===== config.mk =====
export PLATFORM = sky130hd
export DESIGN_NAME = button_conditioner
export DESIGN_NICKNAME = d
export VERILOG_FILES = /design/src/rtl/speed_pong_pkg.sv /design/src/rtl/button_debounce_lane.sv /design/src/rtl/button_conditioner.sv
export SDC_FILE = /design/constraint.sdc
export NUM_CORES = 1
export LEC_CHECK = 0
export CAP_MARGIN = 25
export CORE_UTILIZATION = 60
export DETAILED_ROUTE_END_ITERATION = 16
export PLACE_DENSITY = 0.77
export SETUP_SLACK_MARGIN = 0.4
export SLEW_MARGIN = 20
export SYNTH_ARGS = -nofsm -noshare
export SYNTH_HDL_FRONTEND = slang
export SYNTH_SLANG_ARGS = --single-unit

===== constraint.sdc =====
create_clock -name clk -period 4.9 [get_ports clk]
set_input_delay 0.735 -clock clk [delete_from_list [all_inputs] [get_ports clk]]
set_output_delay 0.735 -clock clk [all_outputs]
set_load 0.05 [all_outputs]

===== src/rtl/speed_pong_pkg.sv =====
// Shared types and default timing for the speed-pong input path.
// Lane numbering matches the board buttons so paddle logic can index by name.
package speed_pong_pkg;

    typedef enum logic [1:0] {
        IDLE,
        PRESS_WAIT,
        HELD,
        RELEASE_WAIT
    } btnState_t;

    typedef enum logic {
        PH_DELAY,
        PH_PERIOD
    } repeatPhase_t;

    localparam int DB_CYCLES_DEF     = 500000;
    localparam int REPEAT_DELAY_DEF  = 25000000;
    localparam int REPEAT_PERIOD_DEF = 5000000;

    localparam int BTN_P1UP   = 0;
    localparam int BTN_P1DOWN = 1;
    localparam int BTN_P2UP   = 2;
    localparam int BTN_P2DOWN = 3;

    function automatic int max_int(input int a, input int b);
        return (a > b) ? a : b;
    endfunction

endpackage


===== src/rtl/button_debounce_lane.sv =====
// One pushbutton: two-flop synchroniser, debounce FSM and auto-repeat timer.
// All outputs are registered; pulses last exactly one clock.
module button_debounce_lane
    import speed_pong_pkg::*;
#(
    parameter int DB_CYCLES     = DB_CYCLES_DEF,
    parameter int REPEAT_EN     = 1,
    parameter int REPEAT_DELAY  = REPEAT_DELAY_DEF,
    parameter int REPEAT_PERIOD = REPEAT_PERIOD_DEF
) (
    input  logic clk,
    input  logic sysResetN,
    input  logic btnN,
    output logic level,
    output logic pressPulse,
    output logic releasePulse,
    output logic repeatPulse
);

    localparam int DB_W  = $clog2(DB_CYCLES + 1);
    localparam int TMR_W = $clog2(max_int(REPEAT_DELAY, REPEAT_PERIOD) + 1);

    localparam logic [DB_W-1:0]  DB_LAST     = DB_W'(DB_CYCLES);
    localparam logic [DB_W-1:0]  DB_ONE      = DB_W'(1);
    localparam logic [TMR_W-1:0] DELAY_LAST  = TMR_W'(REPEAT_DELAY - 1);
    localparam logic [TMR_W-1:0] PERIOD_LAST = TMR_W'(REPEAT_PERIOD - 1);
    localparam logic [TMR_W-1:0] TMR_ONE     = TMR_W'(1);

    logic              sync1_reg;
    logic              sync2_reg;
    btnState_t         state_reg;
    repeatPhase_t      phase_reg;
    logic [DB_W-1:0]   db_cnt_reg;
    logic [TMR_W-1:0]  tmr_reg;
    logic              level_reg;
    logic              press_reg;
    logic              release_reg;
    logic              repeat_reg;

    logic pressed;
    logic repeat_due;

    assign pressed    = ~sync2_reg;
    assign repeat_due = (phase_reg == PH_DELAY) ? (tmr_reg == DELAY_LAST)
                                                : (tmr_reg == PERIOD_LAST);

    always_ff @(posedge clk or negedge sysResetN) begin
        if (!sysResetN) begin
            sync1_reg   <= 1'b1;
            sync2_reg   <= 1'b1;
            state_reg   <= IDLE;
            phase_reg   <= PH_DELAY;
            db_cnt_reg  <= '0;
            tmr_reg     <= '0;
            level_reg   <= 1'b0;
            press_reg   <= 1'b0;
            release_reg <= 1'b0;
            repeat_reg  <= 1'b0;
        end else begin
            sync1_reg   <= btnN;
            sync2_reg   <= sync1_reg;
            press_reg   <= 1'b0;
            release_reg <= 1'b0;
            repeat_reg  <= 1'b0;

            case (state_reg)
                IDLE: begin
                    if (pressed) begin
                        state_reg  <= PRESS_WAIT;
                        db_cnt_reg <= DB_ONE;
                    end
                end

                PRESS_WAIT: begin
                    if (!pressed) begin
                        state_reg  <= IDLE;
                        db_cnt_reg <= '0;
                    end else if (db_cnt_reg == DB_LAST) begin
                        state_reg <= HELD;
                        level_reg <= 1'b1;
                        press_reg <= 1'b1;
                        tmr_reg   <= '0;
                        phase_reg <= PH_DELAY;
                    end else begin
                        db_cnt_reg <= db_cnt_reg + DB_ONE;
                    end
                end

                HELD: begin
                    if (!pressed) begin
                        state_reg  <= RELEASE_WAIT;
                        db_cnt_reg <= DB_ONE;
                    end else if (REPEAT_EN != 0) begin
                        if (repeat_due) begin
                            repeat_reg <= 1'b1;
                            tmr_reg    <= '0;
                            phase_reg  <= PH_PERIOD;
                        end else begin
                            tmr_reg <= tmr_reg + TMR_ONE;
                        end
                    end
                end

                RELEASE_WAIT: begin
                    // Timer stays frozen here so a bounce does not reset the repeat cadence.
                    if (pressed) begin
                        state_reg <= HELD;
                    end else if (db_cnt_reg == DB_LAST) begin
                        state_reg   <= IDLE;
                        level_reg   <= 1'b0;
                        release_reg <= 1'b1;
                        db_cnt_reg  <= '0;
                    end else begin
                        db_cnt_reg <= db_cnt_reg + DB_ONE;
                    end
                end

                default: begin
                    state_reg <= IDLE;
                end
            endcase
        end
    end

    assign level        = level_reg;
    assign pressPulse   = press_reg;
    assign releasePulse = release_reg;
    assign repeatPulse  = repeat_reg;

endmodule


===== src/rtl/button_conditioner.sv =====
// Conditions the raw active-low board buttons into clean active-high level and pulse signals.
// Wiring only: one independent debounce lane per button.
module button_conditioner
    import speed_pong_pkg::*;
#(
    parameter int NUM_BTN       = 4,
    parameter int DB_CYCLES     = DB_CYCLES_DEF,
    parameter int REPEAT_EN     = 1,
    parameter int REPEAT_DELAY  = REPEAT_DELAY_DEF,
    parameter int REPEAT_PERIOD = REPEAT_PERIOD_DEF
) (
    input  logic               clk,
    input  logic               sysResetN,
    input  logic [NUM_BTN-1:0] btnN,
    output logic [NUM_BTN-1:0] level,
    output logic [NUM_BTN-1:0] pressPulse,
    output logic [NUM_BTN-1:0] releasePulse,
    output logic [NUM_BTN-1:0] repeatPulse
);

    for (genvar gi = 0; gi < NUM_BTN; gi++) begin : g_lane
        button_debounce_lane #(
            .DB_CYCLES     (DB_CYCLES),
            .REPEAT_EN     (REPEAT_EN),
            .REPEAT_DELAY  (REPEAT_DELAY),
            .REPEAT_PERIOD (REPEAT_PERIOD)
        ) u_lane (
            .clk          (clk),
            .sysResetN    (sysResetN),
            .btnN         (btnN[gi]),
            .level        (level[gi]),
            .pressPulse   (pressPulse[gi]),
            .releasePulse (releasePulse[gi]),
            .repeatPulse  (repeatPulse[gi])
        );
    end

endmodule


Yosys cells after proc, flatten, opt, wreduce, memory -nomap -nowiden
Cells that the tools add are included.
{ "totals": {"reg_bits": 212, "word_cells": 296, "out_inout_bits": 16, "in_bits": 6} }
{ "classes": {"reduce_logical": 32, "eq_ne": 68, "mux": 148, "n_addsub": 8} }
{ "op_table": {"columns": ["cell", "n"], "rows": [
  ["$mux W19", 24],
  ["$mux W25", 16],
  ["$pmux W19 S4", 4],
  ["$pmux W25 S2", 4],
  ["$add A25 B1 Y25 const B", 4],
  ["$eq A25 B23 Y1 const B", 4],
  ["$eq A25 B25 Y1 const B", 4],
  ["$add A19 B1 Y19 const B", 4],
  ["$eq A19 B19 Y1 const B", 4],
  ["$mux W1", 64],
  ["$mux W2", 24],
  ["$reduce_and A4 Y1", 12],
  ["$ne A2 B1 Y1 const B", 20],
  ["$reduce_and A5 Y1", 8],
  ["$pmux W2 S4", 4],
  ["$ne A2 B2 Y1 const B", 12],
  ["$eq A2 B2 Y1 const B", 8],
  ["$pmux W1 S2", 8],
  ["$reduce_bool A2 Y1", 8],
  ["$ne A3 B1 Y1 const B", 4],
  ["$ne A3 B2 Y1 const B", 4],
  ["$ne A3 B3 Y1 const B", 4],
  ["$eq A2 B1 Y1 const B", 4],
  ["$logic_not A2 Y1", 4]
]} }

Depth between registers and ports, before layout
{ "logic_depth": {"word_depth": 5, "depth_mapped": 12, "ltp_nobuf": 8} }

Cells and area by module
Synthesis repeated with hierarchy kept, for this count alone.
{ "hier_totals": {"hier_cells": 1363, "area_unflattened_um2": 12577.1} }
{ "by_module_without_submodules": {"columns": ["module", "seq_area_each_um2", "cells_per_inst", "area_each_um2", "instances"], "rows": [
  ["button_debounce_lane (g_lane[1].u_lane ...)", 1328.8, 335, 3155.5, 2],
  ["button_debounce_lane (g_lane[3].u_lane)", 1328.8, 348, 3193.1, 1],
  ["button_debounce_lane (g_lane[0].u_lane)", 1328.8, 345, 3072.9, 1]
]} }

Least setup slack after synthesis
Ideal clock, no wire load.
{ "synth_path": {"path_kind": "reg2reg", "startpoint": "reg g_lane[2].u_lane.tmr_reg[20]", "endpoint": "reg g_lane[2].u_lane.tmr_reg[23]", "n_path_buf": 0, "setup_ns": 0.124, "synth_period_minus_slack_ns": 2.540, "slack_ns": 2.360, "arrival_time_ns": 2.416, "required_ns": 4.776, "path_stages_with_launch": 7, "cell_sequence": "dfrtp_1 or4b_1 or4b_4 a2111oi_4 nor3_4 and3_1 a211o_1"} }
{ "synth_via": {"elab_chain_cells": 5, "elab_cells_between_ends": 7, "cone_classes": "add/sub: 1; eq/ne: 2; mux: 4"} }
{ "synth_lines": {"columns": ["element", "line_no", "rtl"], "rows": [
  ["start: declaration", "button_debounce_lane.sv:34", "logic [TMR_W-1:0] tmr_reg;"],
  ["start signal: assignment", "button_debounce_lane.sv:99", "tmr_reg <= tmr_reg + TMR_ONE;"],
  ["parallel branches: the longest is 2 deep, another holds $add A25 B1 Y25", null, null],
  ["$mux W25 (*)", "button_debounce_lane.sv:94", "if (repeat_due) begin"],
  ["$mux W25 (*)", "button_debounce_lane.sv:90", "if (!pressed) begin"],
  ["$pmux W25 S2 (*)", "button_debounce_lane.sv:66", "case (state_reg)"]
]} }
Mark *: on every way between the ends. The select of a mux whose other input is x is not followed.
A chain may end at the register's enable or synchronous reset.

Worst setup path after layout
{ "layout_path": {"startpoint": "reg g_lane[1].u_lane.db_cnt_reg[11]", "endpoint": "reg g_lane[1].u_lane.db_cnt_reg[0]"} }
{ "layout_via": {"elab_chain_cells": 4, "elab_cells_between_ends": 6, "cone_classes": "eq/ne: 2; mux: 3; reduce/logical: 1"} }
{ "layout_lines": {"columns": ["element", "line_no", "rtl"], "rows": [
  ["start: declaration", "button_debounce_lane.sv:33", "logic [DB_W-1:0] db_cnt_reg;"],
  ["start signal: assignment", "button_debounce_lane.sv:85", "db_cnt_reg <= db_cnt_reg + DB_ONE;"],
  ["start signal: assignment", "button_debounce_lane.sv:114", "db_cnt_reg <= db_cnt_reg + DB_ONE;"],
  ["$eq A19 B19 Y1 (*)", "button_debounce_lane.sv:78, button_debounce_lane.sv:108", null],
  ["$mux W19", "button_debounce_lane.sv:108", "end else if (db_cnt_reg == DB_LAST) begin"],
  ["$mux W19", "button_debounce_lane.sv:106", "if (pressed) begin"],
  ["$pmux W19 S4", "button_debounce_lane.sv:66", null]
]} }
Every way passes the cells marked *; elsewhere a longest branch is shown, timed or not. The select of a mux whose other input is x is not followed.

==> metrics.cfg <==
[drt]
drc=0
viasPerCell=6.06
wire_per_inst_um=15.2
first_iter_violations=570
drtAntennaViolNets=0
dr.pass1.iters=8
num_vias=9425
wl_mm=23.7

[global_routing]
grt_pass1_wl_mm=41.6
use_met3=0.0307
grtUsageTotal=0.246
antenna_found_initial=0
grt_max_degree=134
grtUsageMet2=0.410
first_global_vias=8956
grt-busiest-layer=met2
grtUsageMet1=0.340
globalRouteOverflowTotal=0

[critical_path]
r2r_start=g_lane[1].u_lane.db_cnt_reg[11]
reg2reg_slack_ns=1.87
crit_type=reg -> reg
r2r-end=g_lane[1].u_lane.db_cnt_reg[0]
crit_path_end_kind=flop
crit_fanout=19
ff2ff_path_depth=5
arrival_ns=3.43
required_ns=5.29
crit_path_start_kind=flop

[power]
power.switching_uw=1100
intPower_uw=3060
p_seq_frac=0.443
powerDensity_nw_per_um2=324
swShare=0.265
ir_drop_v=0.000236
pwr-share-clk=0.427
power_uw=4160
p_leak_uw=0.00546
p_comb_frac=0.130

[sta]
finalSetupViolCount=0
fin_hold_ws_ns=0.292
setup_tns_ns=0
fmax_ghz=0.330
maxSlewHeadroom=0.336
skew_ns=0.00636
final_max_slew_viol_count=0
finalHoldViolations=0
rsz0062_at_grt=false
post-route-min-period_ns=3.03
tightest_slew_ns=0.997
fin_crit_sh=0.619

[layout]
largest_reg_flops=100
final_core_util=0.676
syn2layout_area_growth_pct=9.17
fin_nets=1301
n_fill_cell=1529
fin_area_um2=12800
seqCellArea_um2=5320
antenna_cells=0
multi_input_area_um2=5990
drive_gt1_frac=0.0679

[synthesis]
ys_seq_area_frac=0.453
synth_nets=1306
syn_inst=1284
synthArstFlopShare=1.00
syn_area_um2=11700
synthFlopType=dfrtp_1
yosys_warnings=0
synth_edf_count=0
ys_ff_latch=212
synth.distinct_cells=82
syn_area_per_cell_um2=9.15

[run_status]
status=completed

[floorplanning]
start_util=0.620
io_pins=22
die_area_um2=20100
fp.coreArea_um2=19000
fp.dieH_um=142
fp.dieW_um=142
rows=50

[placed_design]
routabilityCongestion=0.895
dp_hpwl_mm=15.5
port_buffers=21
post_dp_cell_area_um2=12000

[clock_network]
cts_max_path_buffers=3
cts_buffers=24
ctsResizeCount=0
h-tree-depth=1
clock_latency_ns=0.51
cts_tree=done
cts_setup_buffers=0
holdBufCountCts=0
cts-root-buf=clkbuf_16
path_clk_slew_ns=0.06
clock-sinks=212

[job]
cap_violations=0

[worst_hold_path]
min_path_type=in -> async

==> layout by cell type (no fill, tap or decap), types with 14 or more instances in the layout <==
master | netlist | layout
nor4_1 | 22 | 22
o21ai_0 | 67 | 67
ha_1 | 16 | 16
dfrtp_1 | 204 | 204
xnor2_1 | 38 | 38
and3_1 | 41 | 41
clkbuf_16 | 0 | 25
clkdlybuf4s50_1 | 0 | 20
a31oi_1 | 21 | 21
nand4_1 | 52 | 52
nand2_1 | 122 | 122
inv_1 | 29 | 29
xor2_1 | 52 | 52
a22o_1 | 19 | 19
o31ai_1 | 20 | 20
and2_1 | 17 | 17
a21oi_1 | 27 | 27
nand3_1 | 88 | 88
and4_1 | 14 | 14
nor3_1 | 35 | 35
nor2_1 | 159 | 159
==> worst max path at each step <==
stage	end	slack, ns	start
6_report	g_lane[1].u_lane.db_cnt_reg[0]	1.87	g_lane[1].u_lane.db_cnt_reg[11]
5_1_grt	g_lane[0].u_lane.tmr_reg[12]	1.67	g_lane[0].u_lane.tmr_reg[21]
4_1_cts	g_lane[1].u_lane.db_cnt_reg[0]	1.89	g_lane[1].u_lane.db_cnt_reg[11]
3_5_place_dp	g_lane[1].u_lane.db_cnt_reg[0]	1.93	g_lane[1].u_lane.db_cnt_reg[11]
3_3_place_gp	g_lane[1].u_lane.db_cnt_reg[0]	1.98	g_lane[1].u_lane.db_cnt_reg[11]
2_1_floorplan	g_lane[2].u_lane.tmr_reg[23]	2.36	g_lane[2].u_lane.tmr_reg[20]
==> power groups by stage <==
stage               Combinational, µW  Clock, µW  Sequential, µW
floorplan                         430          0            1860
global placement                  531          0            1870
detailed placement                542          0            1870
CTS                               545       1830            1840
global route                      612       1890            1850
finish                            540       1770            1840
==> worst max-delay path: stages (launching register included) <==
cell	delay, ns
dfrtp_1	0.43
or4b_2	0.68
nor4_1	0.56
a31oi_1	0.24
o22ai_2	0.60
mux2_2	0.41
==> layer usage <==
metal / vias to the layer above / part of all wire
met5: - / 0
met4: 0 / 0.020
met3: 37 / 0.035
met2: 174 / 0.47
met1: 4583 / 0.47
li1: 4631 / -
==> layout make-up <==
cell class              count  share of cell area
well taps                 260              0.0254
flip-flops and latches    212               0.415
clock inverters             7             0.00468
inverters                  29             0.00849
repair buffers             29              0.0224
clock buffers              36              0.0575
multi-input cells         983               0.467
==> synth_stat cells, types with 8 or more instances <==
library cell	count	share of area
nand2_1	122	0.039
nor3_1	35	0.015
nand4_1	52	0.028
nand2b_1	12	0.0064
and2_1	17	0.0091
clkbuf_1	27	0.0086
nor3b_1	10	0.0064
xnor2_1	38	0.028
nor4_1	22	0.012
buf_4	20	0.013
dfstp_2	8	0.018
dfrtp_1	204	0.43
a21o_1	8	0.0051
ha_1	16	0.017
and3_1	41	0.022
nor4b_1	8	0.0060
a31oi_1	21	0.011
inv_1	29	0.0093
a22o_1	19	0.014
nor2b_1	13	0.0069
o21ai_0	67	0.029
o31ai_1	20	0.013
a21oi_1	27	0.012
nor2_1	159	0.051
xor2_1	52	0.039
buf_2	8	0.0034
nand3_1	88	0.038
and4_1	14	0.010
or3_1	12	0.0064
==> cells by family (layout without fill, tap and decap cells) <==
kind of cell,count (synthesis),in the layout,share of synthesized area
simple gates,653,653,0.293
compound gates,218,218,0.127
flops,212,212,0.453
xor+xnor,90,90,0.0671
buf+inv,89,101,0.0376
fa+ha+maj,16,16,0.0170
mux,6,6,0.00554
==> per-stage QoR <==
stage	setup WS, ns	instances
5_1_grt	1.67	1556
3_5_place_dp	1.93	1513
2_1_floorplan	2.36	1284
6_report	1.87	1556
3_3_place_gp	1.98	1513
4_1_cts	1.89	1556
Power figures use the tool's default switching activity.
